## src/rtl/voodoo_pkg.sv

```systemverilog
// voodoo_pkg: shared state encoding and frame-length helper for the purple/electric/haze link
// Contents:
//   state_t   - transmitter/receiver frame states
//   frame_len - haze-high cycles per frame for a given width, bit period and parity setting
package voodoo_pkg;

    typedef enum logic [2:0] {IDLE, START, DATA, PARITY, STOP} state_t;

    function automatic int frame_len(input int width, input int clks_per_bit, input bit parity_en);
        return (2 + width + int'(parity_en)) * clks_per_bit;
    endfunction

endpackage

```

## src/rtl/voodoo_child_riff_tick.sv

```systemverilog
// riff_tick: bit-period divider counting 0..CLKS_PER_BIT-1 while a frame is in flight
// Ports:
//   mclk, resetb - clock and asynchronous active-high reset
//   en           - a frame bit is being sent this cycle (divider counts)
//   clr          - no frame next cycle (divider returns to 0)
//   first        - registered: this cycle is the first of a bit period (electric source)
//   last         - this cycle is the last of a bit period (state advance)
//   last_next    - next cycle will be the last of a bit period
module riff_tick #(
    parameter int CLKS_PER_BIT = 4
) (
    input  logic mclk,
    input  logic resetb,
    input  logic en,
    input  logic clr,
    output logic first,
    output logic last,
    output logic last_next
);

    localparam int CW = CLKS_PER_BIT > 1 ? $clog2(CLKS_PER_BIT) : 1;
    localparam logic [CW-1:0] TOP = CW'(CLKS_PER_BIT - 1);

    logic [CW-1:0] cnt, cnt_d;

    assign last      = en && cnt == TOP;
    assign cnt_d     = (!en || clr || last) ? '0 : cnt + CW'(1);
    assign last_next = !clr && cnt_d == TOP;

    always_ff @(posedge mclk or posedge resetb) begin
        if (resetb) begin
            cnt   <= '0;
            first <= 1'b0;
        end else begin
            cnt   <= cnt_d;
            first <= !clr && cnt_d == '0;
        end
    end

endmodule

```

## src/rtl/voodoo_child.sv

```systemverilog
// voodoo_child: serial frame transmitter (start, LSB-first data, optional even parity, stop)
// Ports:
//   mclk, resetb - clock and asynchronous active-high reset
//   tx_data      - word to send, sampled only on handshake
//   tx_valid     - tx_data valid
//   tx_ready     - idle; word accepted when tx_valid & tx_ready at a rising edge
//   purple       - serial line, idles high
//   electric     - strobe on the first cycle of every bit period in a frame
//   haze         - frame envelope, start bit through stop bit
//   ladyland     - pulse on the last cycle of the stop bit
module voodoo_child
    import voodoo_pkg::*;
#(
    parameter int WIDTH        = 3,
    parameter int CLKS_PER_BIT = 4,
    parameter int PARITY_EN    = 1
) (
    input  logic             mclk,
    input  logic             resetb,
    input  logic [WIDTH-1:0] tx_data,
    input  logic             tx_valid,
    output logic             tx_ready,
    output logic             purple,
    output logic             electric,
    output logic             haze,
    output logic             ladyland
);

    localparam int IW = WIDTH > 1 ? $clog2(WIDTH) : 1;

    state_t           state, nxt;
    logic [WIDTH-1:0] sh, sh_d;
    logic [IW-1:0]    idx, idx_d;
    logic             par, par_d;
    logic             last, last_next;
    logic             purple_d;

    riff_tick #(.CLKS_PER_BIT(CLKS_PER_BIT)) u_tick (
        .mclk      (mclk),
        .resetb    (resetb),
        .en        (state != IDLE),
        .clr       (nxt == IDLE),
        .first     (electric),
        .last      (last),
        .last_next (last_next)
    );

    always_comb begin
        nxt   = state;
        sh_d  = sh;
        idx_d = idx;
        par_d = par;
        case (state)
            IDLE: if (tx_valid && tx_ready) begin
                nxt   = START;
                sh_d  = tx_data;
                par_d = ^tx_data;
            end
            START: if (last) begin
                nxt   = DATA;
                idx_d = '0;
            end
            DATA: if (last) begin
                sh_d  = sh >> 1;
                idx_d = idx + IW'(1);
                if (idx == IW'(WIDTH - 1))
                    nxt = (PARITY_EN != 0) ? PARITY : STOP;
            end
            PARITY: if (last) nxt = STOP;
            default: if (last) nxt = IDLE;
        endcase
        // outputs are registered from the next state so they line up with it
        purple_d = nxt == START  ? 1'b0 :
                   nxt == DATA   ? sh_d[0] :
                   nxt == PARITY ? par_d : 1'b1;
    end

    always_ff @(posedge mclk or posedge resetb) begin
        if (resetb) begin
            state    <= IDLE;
            sh       <= '0;
            idx      <= '0;
            par      <= 1'b0;
            tx_ready <= 1'b0;
            purple   <= 1'b1;
            haze     <= 1'b0;
            ladyland <= 1'b0;
        end else begin
            state    <= nxt;
            sh       <= sh_d;
            idx      <= idx_d;
            par      <= par_d;
            tx_ready <= nxt == IDLE;
            purple   <= purple_d;
            haze     <= nxt != IDLE;
            ladyland <= nxt == STOP && last_next;
        end
    end

endmodule

```

## config.mk

```make
export PLATFORM = sky130hd
export DESIGN_NAME = voodoo_child
export DESIGN_NICKNAME = d
export VERILOG_FILES = /design/src/rtl/voodoo_pkg.sv /design/src/rtl/voodoo_child_riff_tick.sv /design/src/rtl/voodoo_child.sv
export SDC_FILE = /design/constraint.sdc
export NUM_CORES = 1
export LEC_CHECK = 0
export ABC_AREA = 1
export BUFFER_PORTS_ARGS = -buffer_cell sky130_fd_sc_hd__buf_2
export CORE_MARGIN = 2
export CORE_UTILIZATION = 30
export CTS_BUF_LIST = sky130_fd_sc_hd__clkbuf_2 sky130_fd_sc_hd__clkbuf_4 sky130_fd_sc_hd__clkbuf_8
export DETAILED_ROUTE_END_ITERATION = 10
export PLACE_DENSITY = 0.51
export SYNTH_ARGS = -nofsm -noshare
export SYNTH_HDL_FRONTEND = slang
export SYNTH_SLANG_ARGS = --single-unit
```

## constraint.sdc

```tcl
create_clock -name mclk -period 2.05 [get_ports mclk]
set_clock_uncertainty 0.1 [all_clocks]
set_input_delay 0.3075 -clock mclk [delete_from_list [all_inputs] [get_ports mclk]]
set_output_delay 0.3075 -clock mclk [all_outputs]
set_load 0.05 [all_outputs]
```

==> out/qor.yml <==
gp_congestion: 0.742
ys_ff_latch: 16
clk_latency_ns: 0.29
tightest_slew_ns: 0.608
wl_per_cell_um: 10.1
cts_tree: "done"
vias: 594
dpl_worst_slack_ns: 0.434
critPathLaunchType: "flop"
p_total_w: 0.00139
antenna_cells: 0
worst_r2r_endpoint: "u_tick.first"
syn_area_um2: 787
status: "complete, but fails checks"
ctsHoldBuffers: 0
firstDrtPassIters: 3
r2r-start: "u_tick.cnt[0]"
fin_ws_ns: 0.431
setup_tns_ns: 0
drt_iter0_markers: 3
place_area_um2: 867
rrSetupSlack_ns: 0.43
power_leakage_nw: 0.502
fp.dieArea_mm2: 0.00305
clkTransAtPathRegs_ns: 0.10
final_cell_mix: "19 x nand2_1, 17 x inv_1, 15 x dfrtp_1"
drc: 0
synthCells: 94
maxCapViolCount: 0
vias_per_cell: 4.34
nets: 116
clockBufferDepth: 2
critPathMaxFanout: 8
grt_max_degree: 17
report.final.slew_viol_count: 0
grt_first_pass_wirelength_um: 2550
final_area_um2: 897
area_growth_pct: 14.0
critical_path_arrival_ns: 1.71
core_area_mm2: 0.00248
die_y_um: 55.2
relSlewSlack_pct: 59.4
synth_fp_nets: 102
routed_wl_um: 1390
numCtsBuffers: 3
critPathKind: "reg -> reg"
ys_seq_area_share_pct: 51.0
antenna_found_initial: 0
final_hold_viol_count: 15
final_common_cell: "nand2_1"
period_share_pct: 79.0
ys_warn_count: 0
critPathLaunch: "u_tick.cnt[0]"
critPathCaptureType: "flop"
rows: 18
port_buffers: 10
setup_violations: 0
die_w_um: 55.2
violations: "hold timing"
min_period_ns: 1.62
p_per_area_mw_per_mm2: 1550
vdd_drop_max_v: 0.000647
cp-endpoint: "u_tick.first"
ios: 11
holdWs_ns: -0.0282
drive_gt1_share_pct: 27.1
cts.htree.levels: 1
netlist-cell-type-count: 19
rsz0062_at_grt: "false"
worstRegToRegCells: 7
required_ns: 2.14
overflow: 0
min_path_type: "in -> async"
cts_setup_buffers: 0
dp_hpwl_um: 1100
start_util_pct: 31.8
clockRootBuffer: "clkbuf_4"
ctsResizeCount: 0
grt.total_usage_pct: 10.8
nFillCells: 271
syn_avg_cell_area_um2: 8.37
fmax_mhz: 618
ant_nets: 0
cts_sinks: 16
grt_pass1_vias: 592
[cells by family after synthesis]
family | share of synthesized area (%)
AND/OR/NAND/NOR | 29.1
buffers and inverters | 11.9
flip-flops | 51.0
AO/OA/AOI/OAI | 4.77
adder cells (fa/ha/maj) | 3.18
[registers in the layout, summed over array words and instances (netlist names)]
name / count
haze: 1
purple: 1
sh: 3
ladyland: 1
u_tick.first: 1
par: 1
idx: 2
tx_ready: 1
state: 3
u_tick.cnt: 2
[synth_stat cells]
cell type  instances  area share [%]
inv_2              6             2.9
a21oi_2            1             1.1
ha_1               2             3.2
nor2_1             5             2.4
nand4_1            3             2.4
buf_4              1            0.95
nor3_1             1            0.64
nand3_1           10             6.4
nand3_2            3             3.8
inv_1             17             8.1
o211ai_1           1            0.95
dfstp_2            1             3.3
o22ai_1            1            0.80
nor2_2             3             2.4
dfrtp_1           15              48
nand2_1           19             9.1
o21ai_0            3             1.9
or2_0              1            0.80
nor3_2             1             1.3
[through the flow]
stage / util, % / cells
finish: 36.2 / 137
global placement: 35.0 / 133
floorplan: - / 94
detailed placement: 35.0 / 133
global route: 36.2 / 137
CTS: 36.2 / 137
[cell type report]
| cell class | instances | area [um2] | share of cell area [%] |
|---|---|---|---|
| repair buffers | 10 | 50.0 | 5.58 |
| flip-flops and latches | 16 | 402 | 44.8 |
| inverters | 23 | 86.3 | 9.62 |
| well taps | 30 | 37.5 | 4.18 |
| multi-input cells | 54 | 292 | 32.5 |
| clock buffers | 4 | 30.0 | 3.35 |
[how the worst min path moves through the flow]
| stage | depth (start not counted) | slack (ns) | to | startpoint |
|---|---|---|---|---|
| floorplan | 1 | 0.12 | haze | resetb |
| global placement | 2 | 0.31 | idx[0] | resetb |
| detailed placement | 2 | 0.33 | idx[0] | resetb |
| CTS | 2 | 0.009 | idx[0] | resetb |
| global route | 2 | 0.03 | idx[0] | resetb |
| finish | 2 | -0.03 | idx[0] | resetb |
[critical path, cell delays in order, from the launching register on]
cell and delay [ns]:
dfrtp_1 0.40, ha_1 0.31, nand3_2 0.17, inv_2 0.06, nand2_1 0.09, nand4_1 0.15, nor2_2 0.18, nor2_1 0.06
[routing by layer]
layer	part of all wire, %	GRT usage [%]	vias to the layer above
met3	1.8	2.11	2
met2	49	17.0	5
met5	0	0	-
met1	47	13.2	266
li1	-	-	321
met4	1.7	7.32	0
[power breakdown]
group | switching (W) | internal [W] | leakage (nW) | total (W)
clock network | 0.0000987 | 0.0000887 | 0.0184 | 0.000187
registers | 0.0000721 | 0.000463 | 0.195 | 0.000535
logic | 0.000460 | 0.000205 | 0.289 | 0.000665
total | 0.000631 | 0.000756 | 0.502 | 0.00139
Power figures use the tool's default switching activity.
